## config.mk

```make
export PLATFORM = sky130hd
export DESIGN_NAME = fsm_seq
export DESIGN_NICKNAME = d
export VERILOG_FILES = /design/src/rtl/fsm_seq_pkg.sv /design/src/rtl/fsm_seq_next.sv /design/src/rtl/fsm_seq.sv
export SDC_FILE = /design/constraint.sdc
export NUM_CORES = 1
export LEC_CHECK = 0
export ABC_AREA = 1
export ABC_CLOCK_PERIOD_IN_PS = 2900
export BUFFER_PORTS_ARGS = -buffer_cell sky130_fd_sc_hd__buf_2
export CAP_MARGIN = 10
export CORE_MARGIN = 3
export CORE_UTILIZATION = 41
export DETAILED_ROUTE_END_ITERATION = 12
export PLACE_DENSITY = 0.65
export SLEW_MARGIN = 20
export SYNTH_ARGS = -nofsm -noshare
export SYNTH_HDL_FRONTEND = slang
export SYNTH_SLANG_ARGS = --single-unit
```

## constraint.sdc

```tcl
create_clock -name clk -period 2.9 [get_ports clk]
set_clock_uncertainty 0.1 [all_clocks]
set_input_delay 0.145 -clock clk [delete_from_list [all_inputs] [get_ports clk]]
set_output_delay 0.145 -clock clk [all_outputs]
set_load 0.02 [all_outputs]
```

## src/rtl/fsm_seq_pkg.sv

```systemverilog
// Shared constants and types for the fsm_seq step sequencer.
// Holds the IDLE code, the default parameter values and the per-cycle action type.
// No ports. Imported by fsm_seq and fsm_seq_next.
package fsm_seq_pkg;

  localparam int IDLE_CODE   = 0;
  localparam int N_STEPS_DEF = 7;
  localparam int STATE_W_DEF = 3;
  localparam int DWELL_W_DEF = 8;

  // What the sequencer does on the coming edge.
  typedef enum logic [1:0] {
    ACT_STAY  = 2'd0,  // remain in the current code (idle, dwelling or held)
    ACT_START = 2'd1,  // leave IDLE into the first unskipped step
    ACT_ADV   = 2'd2,  // dwell expired and not held: move on
    ACT_ABORT = 2'd3   // drop to IDLE without a done pulse
  } seq_act_t;

endpackage

```

## src/rtl/fsm_seq_next.sv

```systemverilog
// Next-step finder: lowest unskipped step code strictly above cur (cur=0 means "any").
// Ports: cur (current code), skip_mask, loop_en -> nxt (next code), pass_end (no step above cur).
// Purely combinational; when the pass ends nxt wraps to the first unskipped step if loop_en, else IDLE.
module fsm_seq_next
  import fsm_seq_pkg::*;
#(
  parameter int N_STEPS = N_STEPS_DEF,
  parameter int STATE_W = STATE_W_DEF
) (
  input  logic [STATE_W-1:0] cur,
  input  logic [N_STEPS-1:0] skip_mask,
  input  logic               loop_en,
  output logic [STATE_W-1:0] nxt,
  output logic               pass_end
);

  logic [STATE_W-1:0] above;
  logic [STATE_W-1:0] first;

  // Scanning downwards leaves the lowest qualifying index in each result.
  always_comb begin
    above = STATE_W'(IDLE_CODE);
    first = STATE_W'(IDLE_CODE);
    for (int k = N_STEPS; k >= 1; k--) begin
      if (!skip_mask[k-1]) begin
        first = STATE_W'(k);
        if (STATE_W'(k) > cur) above = STATE_W'(k);
      end
    end
  end

  always_comb begin
    pass_end = (above == STATE_W'(IDLE_CODE));
    if (!pass_end)    nxt = above;
    else if (loop_en) nxt = first;
    else              nxt = STATE_W'(IDLE_CODE);
  end

endmodule

```

## src/rtl/fsm_seq.sv

```systemverilog
// Step sequencer: IDLE (zot=0) then steps 1..N_STEPS with per-step dwell, hold, skip and loop.
// Ports: clk, reset (sync, active-low), start, abort, loop_en, skip_mask, hold_mask, dwell
//        -> zot (registered step code), busy (zot!=0), done (registered one-cycle end-of-pass pulse).
module fsm_seq
  import fsm_seq_pkg::*;
#(
  parameter int N_STEPS = N_STEPS_DEF,
  parameter int STATE_W = STATE_W_DEF,
  parameter int DWELL_W = DWELL_W_DEF
) (
  input  logic               clk,
  input  logic               reset,
  input  logic               start,
  input  logic               abort,
  input  logic               loop_en,
  input  logic [N_STEPS-1:0] skip_mask,
  input  logic [N_STEPS-1:0] hold_mask,
  input  logic [DWELL_W-1:0] dwell,
  output logic [STATE_W-1:0] zot,
  output logic               busy,
  output logic               done
);

  localparam logic [STATE_W-1:0] IDLE = STATE_W'(IDLE_CODE);

  logic [STATE_W-1:0] zot_nxt;
  logic [DWELL_W-1:0] cnt, cnt_nxt;
  logic [DWELL_W-1:0] cap, cap_nxt;
  logic               done_nxt;
  logic [STATE_W-1:0] nx_code;
  logic               nx_end;
  logic               hold_cur;
  seq_act_t           act;

  // From IDLE, cur=0 makes the finder return the lowest unskipped step,
  // so one instance serves both the start and the advance decision.
  fsm_seq_next #(
    .N_STEPS (N_STEPS),
    .STATE_W (STATE_W)
  ) u_next (
    .cur       (zot),
    .skip_mask (skip_mask),
    .loop_en   (loop_en),
    .nxt       (nx_code),
    .pass_end  (nx_end)
  );

  always_ff @(posedge clk) begin
    if (!reset) begin
      zot  <= IDLE;
      cnt  <= '0;
      cap  <= '0;
      done <= 1'b0;
    end else begin
      zot  <= zot_nxt;
      cnt  <= cnt_nxt;
      cap  <= cap_nxt;
      done <= done_nxt;
    end
  end

  // hold bit of the step currently occupied; zero in IDLE
  always_comb begin
    hold_cur = 1'b0;
    for (int k = 1; k <= N_STEPS; k++) begin
      if (zot == STATE_W'(k)) hold_cur = hold_mask[k-1];
    end
  end

  // cnt only climbs to cap while busy, so equality marks dwell expiry and
  // doubles as saturation while a held step waits.
  always_comb begin
    act = ACT_STAY;
    if (zot == IDLE) begin
      if (start && !abort) act = ACT_START;
    end else if (abort) begin
      act = ACT_ABORT;
    end else if ((cnt == cap) && !hold_cur) begin
      act = ACT_ADV;
    end
  end

  always_comb begin
    zot_nxt  = zot;
    cnt_nxt  = cnt;
    cap_nxt  = cap;
    done_nxt = 1'b0;
    case (act)
      ACT_START: begin
        // all-skipped start: nx_code is IDLE and nx_end gives the lone done pulse
        zot_nxt  = nx_code;
        done_nxt = nx_end;
        cap_nxt  = dwell;
        cnt_nxt  = '0;
      end
      ACT_ADV: begin
        zot_nxt  = nx_code;
        done_nxt = nx_end;
        cnt_nxt  = '0;
      end
      ACT_ABORT: begin
        zot_nxt = IDLE;
        cnt_nxt = '0;
      end
      default: begin
        if ((zot != IDLE) && (cnt != cap)) cnt_nxt = cnt + 1'b1;
      end
    endcase
  end

  assign busy = (zot != IDLE);

endmodule
```

After elaboration in Yosys (flattened, before gate mapping)
Index checks and enable logic that the tools add are counted.
{"block": "word_totals", "input_bits": 27, "regBits": 20}
{"block": "classes", "order_cmp": 7, "eq_ne": 12, "add_sub_neg": 1, "n_mux": 35, "reduce_logical": 12, "n_bitwise": 1}
{"op": "$mux 3", "count": 23}
{"op": "$eq 3x3->1 const B", "count": 4}
{"op": "$gt 3x3->1 const A", "count": 4}
{"op": "$add 8x1->8 const B", "count": 1}
{"op": "$eq 8x8->1", "count": 1}
{"op": "$mux 1", "count": 8}
{"op": "$ne 8x8->1", "count": 1}
{"op": "$eq 3x2->1 const B", "count": 2}
{"op": "$gt 2x3->1 const A", "count": 2}
{"op": "$logic_not 3->1", "count": 2}
{"op": "$mux 2", "count": 3}
{"op": "$pmux 3 s2", "count": 1}
{"op": "$eq 2x2->1 const B", "count": 2}
{"op": "$reduce_or 4->1", "count": 1}
{"op": "$eq 3x1->1 const B", "count": 1}
{"op": "$gt 1x3->1 const A", "count": 1}
{"op": "$logic_and 1x1->1", "count": 3}
{"op": "$reduce_bool 3->1", "count": 1}
{"op": "$eq 2x1->1 const B", "count": 1}
{"op": "$logic_not 1->1", "count": 2}
{"op": "$reduce_and 2->1", "count": 1}
{"op": "$reduce_bool 2->1", "count": 1}
{"op": "$reduce_or 2->1", "count": 1}
{"op": "$not 1->1", "count": 1}

Longest topological paths before layout
{"block": "depth", "word_depth": 18, "ltp_mapped": 13, "depth_no_buf": 12}

Modules after synthesis
A second synthesis with hierarchy kept.
{"block": "hier_totals", "hier_cells": 220, "hier_area_um2": 1420.1}
{"mod": "fsm_seq", "area_each_um2": 1137.3, "n_inst": 1, "cells_each": 162}
{"mod": "fsm_seq_next", "area_each_um2": 282.8, "n_inst": 1, "cells_each": 58}

Least setup slack after synthesis
OpenSTA, ideal clock, no wires.
{"block": "synth_path", "path_kind": "register to register", "startpoint": "register zot[2]", "endpoint": "register cnt[0]", "setup_slack_ns": 0.762, "arrival_time_ns": 1.969, "stages_incl_launch_ff": 14, "t_required_ns": 2.730, "path_cell_list": "dfxtp_1 buf_6 inv_1 nor2_1 nand2_1 nand3_1 a22oi_1 a31oi_1 inv_1 ha_1 nor2_1 nand2_1 o21bai_1 a21oi_1"}
{"block": "synth_between", "elab_chain_cells": 15}
{"item": "start: declaration", "line_no": "fsm_seq.sv:19", "source": "output logic [STATE_W-1:0] zot,"}
{"item": "start signal: assignment", "line_no": "fsm_seq.sv:55", "source": "zot <= zot_nxt;"}
{"item": "$eq 3x1->1", "line_no": "fsm_seq.sv:66", "source": "if (zot == STATE_W'(k)) hold_cur = hold_mask[k-1];"}
{"item": "$mux 1 (7 in a row)", "line_no": "fsm_seq.sv:66"}
{"item": "$logic_not 1->1", "line_no": "fsm_seq.sv:78", "source": "end else if ((cnt == cap) && !hold_cur) begin"}
{"item": "$logic_and 1x1->1", "line_no": "fsm_seq.sv:78"}
{"item": "$mux 2", "line_no": "fsm_seq.sv:78"}
{"item": "$mux 2", "line_no": "fsm_seq.sv:76", "source": "end else if (abort) begin"}
{"item": "$mux 2", "line_no": "fsm_seq.sv:74", "source": "if (zot == IDLE) begin"}
{"item": "$eq 2x2->1 / $eq 2x1->1 (equally long branches)", "line_no": "fsm_seq.sv:88", "source": "case (act)"}
{"item": "$reduce_or 4->1 (no line)"}
{"item": "end signal: assignment", "line_no": "fsm_seq.sv:56", "source": "cnt <= cnt_nxt;"}
{"item": "end: declaration", "line_no": "fsm_seq.sv:27", "source": "logic [DWELL_W-1:0] cnt, cnt_nxt;"}
Several ways; a longest one is shown, not always the timed one.
A chain may end at the register's enable or synchronous reset.

Worst setup path after layout
Same ends and word-level chain as after synthesis.

==> results.txt <==
Post_cts resized - 0
Peak supply drop - 0.4327 mV
CTS tree - yes
Clk sinks - 20
Met3 WL - 117 um
Port Buf Inserts - 31
Top cells by count, synth - 37 x nand2_1, 31 x nor2_1, 20 x dfxtp_1, 20 x inv_1, 13 x o21ai_0
CP Launch Point - zot[2]
Cell Rows - 20
Worst setup EP type - register
M1 wire length - 1480 um
Core area - 0.003078 mm2
Hold EP - cap[6]
FF-to-FF setup slack - 0.40 ns
TritonCTS Buffers - 3
Async SR Flop Fraction - 0
Initial core utilization - 0.4358
Post-synth EDFFs - 0
Critical path data required time - 3.03 ns
HP Start - reset
Synth warn - 0
Startpoint types - register
Seq/Total Area, Yosys - 0.2985
Critical Path Fanout Max - 9
Area Overhead vs Synth - 20.24%
Die area - 0.003994 mm2
Cell variety after synth - 33
DIE WIDTH - 63.20 um
Inst Count DP - 267
Worst EP arrival - 2.63 ns
Vias - 1291
Minimum clock period - 2.496 ns
WS Path Type - register to register
Initial antenna violation count - 0
Count leader, synth - nand2_1
First-pass GRT wire length - 4974 um
Total grt overflow - 0
Remaining antenna violation count - 0
CTS clk-pin slew, worst paths - 0.11 ns
DR pass1 iterations - 4
Mapped Cells - 196
Vias/cell - 4.644
Static leakage - 0.7553 nW
Synth Area in Compound Gates - 0.1250
Gr usage total - 0.1513
Simple-gate portion of the synthesized area - 0.3843
Slew HR - 0.6397
Fraction of final layout cells sized beyond drive strength 1 - 0.2350
Maximum number of pins on one net before global-route repair - 13
RR Endpoint - cnt[0]
Worst Hold Depth - 3
Synth Area per Inst - 6.843 um2
RSZ-0062 raised after global routing - no
WL per Instance - 10.15 um
Top cells by area, synth - dfxtp_1 30%, nand2_1 10%, nor2_1 8.7%, inv_1 5.6%, xnor2_1 5.2%
# DRC - 0
Tcrit/Tclk final - 0.8606
Top-Level Pins - 32
Cell accounting for the most synthesized area - dfxtp_1
1st-iter DRT viols - 125
Antenna Diode Count - 0
Max-capacitance violation count - 0
DIE HEIGHT - 63.20 um
Nets - 267
XOR/XNOR Fraction of Synth Area - 0.05877
Final setup TNS - 0 ns
Power Density - 746.9 mW/mm2
#FFs+latches synth - 20
Root Buffer Master - clkbuf_4
DR WL met2 - 1203 um
Hold WS - 0.08025 ns
Gpl congestion - 0.8064
Post-synthesis mux area share - 0
Syn Std Cell Area - 0.001341 mm2
Ys flop type - dfxtp_1
Vias in the first global route - 1151
Syn Nets - 227
H-tree depth - 1
Hold Vio Cnt, Final - 0
FF-to-FF path depth - 12
Final Max Slew Viols - 0
Clk buf depth - 2
Post-CTS setup buffer count - 0
Clk_lat worst skew - 0.29 ns
Max Fclk - 0.4007 GHz
Worst Tran Pin Value - 0.5397 ns
DR top layer - met4
Non-Filler Instances - 278
Adder-cell area share of the yosys netlist - 0.03731
Worst R2R Start - zot[2]
Worst hold path type - input pin to register
CTS hold repair buffers - 8
Status - completed
Final Routed Wirelength - 2821 um
Top-area cell type share of the netlist area - 0.2985
Detail Placement HPWL - 2230 um
Main combinational cell family by area after synthesis - simple AND/OR/NAND/NOR gates
Endpoints failing setup - 0
## critical path, stage by stage, from the launching register on
cell and delay, ns:
dfxtp_1 0.59, inv_1 0.20, nor2_1 0.12, nand2_1 0.06, nand3_1 0.07, a22oi_1 0.06, a31oi_1 0.31, inv_1 0.08
ha_1 0.22, nor2_1 0.10, nand2_1 0.20, o21bai_1 0.23, a21oi_1 0.11
## per-stage QoR
stage | setup WS, ns | cell area, um2 | power [W] | utilization
2_1_floorplan | 0.7616 | 1341 | 0.0009543 | -
3_3_place_gp | 0.5717 | 1510 | 0.001077 | 0.4907
3_5_place_dp | 0.4362 | 1510 | 0.001079 | 0.4907
4_1_cts | 0.4347 | 1613 | 0.001216 | 0.5240
5_1_grt | 0.2272 | 1613 | 0.001331 | 0.5240
6_report | 0.4044 | 1613 | 0.001205 | 0.5240
## per-layer routing
| layer | track usage | vias up |
|---|---|---|
| li1 | - | 710 |
| met1 | 0.2188 | 555 |
| met2 | 0.2266 | 24 |
| met3 | 0.02674 | 2 |
| met4 | 0.04852 | 0 |
| met5 | 0 | - |
## state kept, by name, summed over array words and instances, names as in the netlist
register	cells
done	1
cap	8
cnt	8
zot	3
## worst max path at each step
stage,slack [ns],endpoint
3_3_place_gp,0.57,cnt[0]
3_5_place_dp,0.44,cnt[0]
4_1_cts,0.43,cnt[0]
5_1_grt,0.23,cnt[0]
6_report,0.40,cnt[0]
2_1_floorplan,0.76,cnt[0]
## cell type report
class | instances | area (um2)
Clock buffer | 3 | 22.52
Fill cell | 326 | 1465
Inverter | 23 | 87.58
Multi-Input combinational cell | 149 | 812.0
Sequential cell | 20 | 400.4
Tap cell | 44 | 55.05
Timing Repair Buffer | 39 | 235.2
## cell families (layout without fill, tap and decap cells)
| family | Yosys count | in the layout |
|---|---|---|
| AO/OA/AOI/OAI | 30 | 30 |
| AND/OR/NAND/NOR | 106 | 106 |
| buffers and inverters | 27 | 65 |
| XOR/XNOR | 9 | 9 |
| flip-flops | 20 | 20 |
| adder cells (fa/ha/maj) | 4 | 4 |
## report_power, final
group	leakage, nW	switching (W)	total (W)	internal [W]
Clock	0.0138	0.0000779	0.000126	0.0000483
Combinational	0.578	0.000401	0.000643	0.000242
Sequential	0.163	0.0000840	0.000435	0.000351
Total	0.755	0.000563	0.00120	0.000642
## layout by cell type, fill, tap and decap left out, types with 2 or more instances in the layout
cell type	count
inv_1	20
clkbuf_4	3
dlygate4sd3_1	8
o21ai_0	13
nor3_1	4
nor3b_1	3
ha_1	4
dfxtp_1	20
o21bai_1	3
nor2_2	2
xnor2_1	8
inv_2	2
nand4_1	2
nand2_1	37
nand2_2	9
nor2_1	31
a21oi_1	9
buf_2	31
nor3_2	2
nand3_1	10
No activity file was read; power rests on OpenSTA's default activity.
